`config.mk`:
```
export PLATFORM = sky130hd
export DESIGN_NAME = spi_rx_fifo
export DESIGN_NICKNAME = d
export VERILOG_FILES = /design/src/rtl/spi_rx_fifo.sv
export SDC_FILE = /design/constraint.sdc
export NUM_CORES = 1
export LEC_CHECK = 0
export ABC_AREA = 1
export ABC_CLOCK_PERIOD_IN_PS = 5500
export BUFFER_PORTS_ARGS = -buffer_cell sky130_fd_sc_hd__clkbuf_2
export CAP_MARGIN = 20
export CORE_MARGIN = 3
export CORE_UTILIZATION = 40
export CTS_CLUSTER_SIZE = 24
export DETAILED_ROUTE_END_ITERATION = 12
export PLACE_DENSITY_LB_ADDON = 0.25
export SLEW_MARGIN = 10
export SYNTH_ARGS = -nofsm -noshare
export SYNTH_HDL_FRONTEND = slang
export SYNTH_SLANG_ARGS = --single-unit
export TNS_END_PERCENT = 5
```
`constraint.sdc`:
```
create_clock -name clk_i -period 5.5 [get_ports clk_i]
set_clock_uncertainty 0.05 [all_clocks]
set_input_delay 1.1 -clock clk_i [delete_from_list [all_inputs] [get_ports clk_i]]
set_output_delay 1.1 -clock clk_i [all_outputs]
set_load 0.02 [all_outputs]
```
`src/rtl/spi_rx_fifo.sv`:
```
// -----------------------------------------------------------------------------
// spi_rx_fifo
//
// Receive-side first-word-fall-through FIFO between the SPI master controller
// and the APB register block. Every received SPI word is pushed into the FIFO.
// The register block pops words from its head. The block also provides a fill
// level, a programmable level-threshold interrupt, a synchronous flush and a
// sticky overflow flag.
//
// Ports
//   clk_i        clock, rising edge
//   rst_i        asynchronous reset, active-high
//   wr_data_i    received word from the SPI controller
//   wr_vld_i     wr_data_i valid
//   wr_rdy_o     push ready. Tied high when DROP_ON_FULL=1, otherwise !full
//                (or a pop in the same cycle frees a slot)
//   rd_data_o    head-of-FIFO word, or 0 when the FIFO is empty
//   rd_vld_o     FIFO not empty
//   rd_en_i      pop the head word. Ignored when the FIFO is empty
//   flush_i      synchronous clear of the contents. Wins over push and pop
//   thresh_i     interrupt threshold. A value of 0 disables the interrupt
//   level_o      number of stored words, 0..DEPTH
//   irq_o        registered level interrupt: level >= thresh_i
//   ovf_o        sticky overflow flag. Set only when DROP_ON_FULL=1
//   ovf_clr_i    clears ovf_o. A set in the same cycle wins
// -----------------------------------------------------------------------------
module spi_rx_fifo #(
   parameter int  DATA_W       = 32,
   parameter int  DEPTH        = 8,
   parameter bit  DROP_ON_FULL = 1'b1,
   localparam int AW           = $clog2(DEPTH)
) (
   input  logic              clk_i,
   input  logic              rst_i,
   input  logic [DATA_W-1:0] wr_data_i,
   input  logic              wr_vld_i,
   output logic              wr_rdy_o,
   output logic [DATA_W-1:0] rd_data_o,
   output logic              rd_vld_o,
   input  logic              rd_en_i,
   input  logic              flush_i,
   input  logic [AW:0]       thresh_i,
   output logic [AW:0]       level_o,
   output logic              irq_o,
   output logic              ovf_o,
   input  logic              ovf_clr_i
);

   localparam logic [AW:0] PTR_ONE = (AW+1)'(1);

   // Storage and state
   logic [DATA_W-1:0] mem_q [DEPTH];
   logic [AW:0]       wptr_q, wptr_d;
   logic [AW:0]       rptr_q, rptr_d;
   logic              ovf_q, ovf_d;
   logic              irq_q, irq_d;

   // Status and handshake
   logic              empty;
   logic              full;
   logic              pop_ok;
   logic              push_ok;
   logic              mem_we;
   logic              drop_evt;
   logic [AW:0]       next_level;

   // The pointers carry one extra wrap bit. When the lower bits are equal,
   // the wrap bit tells full apart from empty.
   assign empty = (wptr_q == rptr_q);
   assign full  = (wptr_q[AW] != rptr_q[AW]) &&
                  (wptr_q[AW-1:0] == rptr_q[AW-1:0]);

   assign pop_ok  = rd_en_i && !empty;
   // A pop in the same cycle frees the slot, so a full FIFO still accepts.
   assign push_ok = wr_vld_i && (!full || pop_ok);

   // A flush discards a concurrent push silently. It does not count as an
   // overflow.
   assign mem_we   = push_ok && !flush_i;
   assign drop_evt = DROP_ON_FULL && wr_vld_i && full && !pop_ok && !flush_i;

   // In handshake mode, rd_en_i reaches wr_rdy_o only while the FIFO is full.
   assign wr_rdy_o = DROP_ON_FULL ? 1'b1 : (!full || pop_ok);

   // Next-state logic
   always_comb begin
      // NOTE: every signal gets a default first, so no path through this
      // block leaves a value unassigned and no latch is inferred.
      wptr_d = wptr_q;
      rptr_d = rptr_q;
      ovf_d  = ovf_q;

      if (flush_i) begin
         wptr_d = '0;
         rptr_d = '0;
      end else begin
         if (push_ok) wptr_d = wptr_q + PTR_ONE;
         if (pop_ok)  rptr_d = rptr_q + PTR_ONE;
      end

      if (drop_evt)       ovf_d = 1'b1;
      else if (ovf_clr_i) ovf_d = 1'b0;

      // The interrupt tracks the level after this edge. It is registered,
      // so it rises together with level_o.
      next_level = wptr_d - rptr_d;
      irq_d      = (thresh_i != '0) && (next_level >= thresh_i);
   end

   // Control state
   always_ff @(posedge clk_i or posedge rst_i) begin
      // NOTE: sequential state uses non-blocking assignments only. Then every
      // flop samples its _d value from before the edge, whatever the order
      // of the statements.
      if (rst_i) begin
         wptr_q <= '0;
         rptr_q <= '0;
         ovf_q  <= 1'b0;
         irq_q  <= 1'b0;
      end else begin
         wptr_q <= wptr_d;
         rptr_q <= rptr_d;
         ovf_q  <= ovf_d;
         irq_q  <= irq_d;
      end
   end

   // NOTE: the data array has no reset. After a reset the pointers mark it
   // empty, and rd_data_o is forced to 0 while empty. Stale contents are
   // therefore never visible.
   always_ff @(posedge clk_i) begin
      if (mem_we) mem_q[wptr_q[AW-1:0]] <= wr_data_i;
   end

   // Outputs. The read path depends only on registered state.
   assign rd_vld_o  = !empty;
   assign rd_data_o = empty ? '0 : mem_q[rptr_q[AW-1:0]];
   assign level_o   = wptr_q - rptr_q;
   assign irq_o     = irq_q;
   assign ovf_o     = ovf_q;

endmodule

```
==> flow_summary.json <==
{
  "outcome": "complete, no violations",
  "p_seq_share_pct": 44.7,
  "crit_required_ns": 4.35,
  "vdd_drop_max_uv": 227.2,
  "syn_to_final_growth_pct": 15.34,
  "die_width_um": 171.1,
  "p_clk_share_pct": 36.9,
  "cp_max_fo": 80,
  "synthAdderAreaFrac_pct": 1.745,
  "clk_pin_slew_worst_paths_ns": 0.06,
  "cts_buffer_depth": 3,
  "synthesis.area_um2": 10900,
  "drt_first_pass_iters": 5,
  "setup_viol": 0,
  "drc_errors": 0,
  "power.switching_mw": 1.432,
  "synth_top_family_by_area": "compound AO/OA/AOI/OAI gates",
  "row_count": 59,
  "slew_violations": 0,
  "fin_setup_tns_ns": 0,
  "cts_resized": 0,
  "antenna_found_initial": 0,
  "period_minus_slack_ns": 4.375,
  "start_util_pct": 41.23,
  "htreeDepth": 1,
  "cts_root_buffer": "clkbuf_16",
  "syn_inst": 866,
  "synth_compound_area_share_pct": 11.65,
  "yosys.area_share.simple_pct": 9.726,
  "fin_area_um2": 12570,
  "synthTopCellsByArea": "edfxtp_1, nor2_1, o21ai_0, o21ai_1, dfrtp_1",
  "grt_overflow": 0,
  "post-dp-hpwl_mm": 12.89,
  "wl_mm": 24.12,
  "cap_violations": 0,
  "cts_tree": "built",
  "drive_gt1_share_pct": 17.55,
  "cp-end-kind": "primary output",
  "synth.area.mux_share_pct": 0,
  "worstSetupPathType": "flop to primary output",
  "sw_frac_of_total_pct": 27.92,
  "worstMarginPinSlew_ns": 0.9511,
  "fin_crit_sh_pct": 79.54,
  "clock_latency_ns": 0.54,
  "async_flop_share_pct": 3.759,
  "grtUsageTotal_pct": 16.46,
  "drt_iter0_markers": 459,
  "timing.hold.ws_ns": 0.4720,
  "grt_pass1_vias": 6651,
  "synthFlopType": "edfxtp_1",
  "crit_path_start_kind": "flop",
  "dpl_cell_area_um2": 11630,
  "yosysTopAreaCellShare_pct": 70.55,
  "cts_hold_buf": 0,
  "die_y_um": 171.1,
  "p_per_area_nw_per_um2": 408.2,
  "layout.nets": 998,
  "hold_viol": 0,
  "wire_per_inst_um": 18.57,
  "p_int_mw": 3.698,
  "dieArea_um2": 29260,
  "yosysWarnings": 0,
  "postCtsSetupRepairBufs": 0,
  "ff2ff_path_depth": 20,
  "slew-limit-headroom_pct": 36.25,
  "synth_top_area_cell": "edfxtp_1",
  "gp_congestion": 0.7635,
  "min_path_type": "input pin to asynchronous set/reset pin",
  "port_buffers": 80,
  "vias": 6860,
  "grt_max_degree": 81,
  "cts.sinks": 266,
  "r2r_slack_ns": 1.43,
  "r2r_end": "irq_o$_DFF_PP0_",
  "rsz0062_at_grt": "false",
  "synth_edf_count": 256,
  "r2r-start": "rptr_q[0]$_DFF_PP0_",
  "ios": 82,
  "drtAntennaViolNets": 0,
  "power_frac_comb_pct": 18.3,
  "viasPerCell": 5.281,
  "synthDistinctLibCells": 29,
  "fin_ws_ns": 1.125,
  "synthXorXnorAreaFrac_pct": 0.2411,
  "cp_data_arrival_time_ns": 3.22,
  "fmaxAchievable_mhz": 228.6,
  "ys_ff_latch": 266,
  "ys_seq_area_share_pct": 72.84,
  "grt_pass1_wl_mm": 37.87,
  "syn-num-nets": 922,
  "synth.avg_cell_area_um2": 12.58,
  "core_area_um2": 26430,
  "cts-buffers-inserted": 29,
  "dp_slack_ns": 1.435,
  "p_leak_nw": 4.406
}
cell usage after synthesis (5+ instances only):
| library cell | n |
|---|---|
| inv_1 | 26 |
| nand2_2 | 7 |
| dfrtp_1 | 10 |
| o21ai_1 | 51 |
| edfxtp_1 | 256 |
| nor2_1 | 204 |
| ha_1 | 12 |
| inv_2 | 6 |
| o22ai_1 | 33 |
| o21ai_0 | 112 |
| clkbuf_1 | 17 |
| nand2_1 | 24 |
| buf_2 | 18 |
| buf_4 | 18 |
| nand3_1 | 11 |
| a31oi_1 | 33 |
| nor3_1 | 6 |
| a21oi_1 | 5 |
stage by stage:
stage,std cells,total power [mW],util [%]
after CTS,1298,5.184,47.55
after floorplan,866,2.989,-
after detailed placement,1246,3.292,44.01
final,1299,5.130,47.56
after global routing,1298,5.363,47.55
after global placement,1246,3.283,44.01
critical path, cell delays in order, from the launching register on:
cell and delay [ns]:
dfrtp_4 0.80, buf_4 0.76, o21ai_0 0.20, o22ai_1 0.20, o21ai_1 0.08, a31oi_1 0.35, clkbuf_2 0.25
routing by layer:
layer / GRT usage (%) / up-vias / share of wire (%)
li1: - / 3309 / -
met1: 23.05 / 3363 / 46
met2: 27.10 / 155 / 47
met3: 2.957 / 33 / 5.4
met4: 3.709 / 0 / 1.6
met5: 0 / - / 0
layout make-up:
cell class / count / area (um^2)
Antenna cell: 1 / 2.502
Clock buffer: 33 / 740.7
Clock inverter: 19 / 193.9
Fill cell: 2352 / 13860
Inverter: 32 / 121.4
Multi-Input combinational cell: 515 / 2600
Sequential cell: 266 / 7943
Tap cell: 335 / 419.2
Timing Repair Buffer: 98 / 548.0
power groups by stage:
stage | Sequential (mW) | Combinational, mW | Clock (mW)
global route | 2.30 | 1.06 | 2.01
detailed placement | 2.34 | 0.954 | 0
global placement | 2.34 | 0.947 | 0
floorplan | 2.32 | 0.666 | 0
finish | 2.29 | 0.940 | 1.90
CTS | 2.30 | 0.957 | 1.93
registers in the layout, summed over array words and instances, names as in the netlist:
signal,cells
irq_o,1
mem_q,256
ovf_o,1
rptr_q,4
wptr_q,4
placed cells by master, fill, tap and decap left out, types with 12 or more instances in the layout:
cell,n
a31oi_1,33
buf_4,17
clkbuf_16,29
clkbuf_2,80
edfxtp_1,256
ha_1,12
inv_1,25
nand2_1,24
nor2_1,200
o21ai_0,112
o21ai_1,51
o22ai_1,33
cell families (layout without fill, tap and decap cells):
group                      Yosys count  after routing
AOI/OAI and AO/OA                  236            236
buffers and inverters               85            182
xor gates and xnor gates             3              3
other                                1              2
DFF                                266            266
and+or+nand+nor                    261            261
adders and majority gates           14             14
how the worst max path moves through the flow:
stage | startpoint | endpoint | cells after the start
after floorplan | rptr_q[2]$_DFF_PP0_ | mem_q[6][0]$_DFFE_PP_ | 11
after global placement | rptr_q[0]$_DFF_PP0_ | irq_o$_DFF_PP0_ | 20
after detailed placement | rptr_q[0]$_DFF_PP0_ | irq_o$_DFF_PP0_ | 20
after CTS | rptr_q[0]$_DFF_PP0_ | rd_data_o[18] | 6
after global routing | rptr_q[0]$_DFF_PP0_ | rd_data_o[18] | 6
final | rptr_q[0]$_DFF_PP0_ | rd_data_o[18] | 6
No activity file was read; power rests on OpenSTA's default activity.
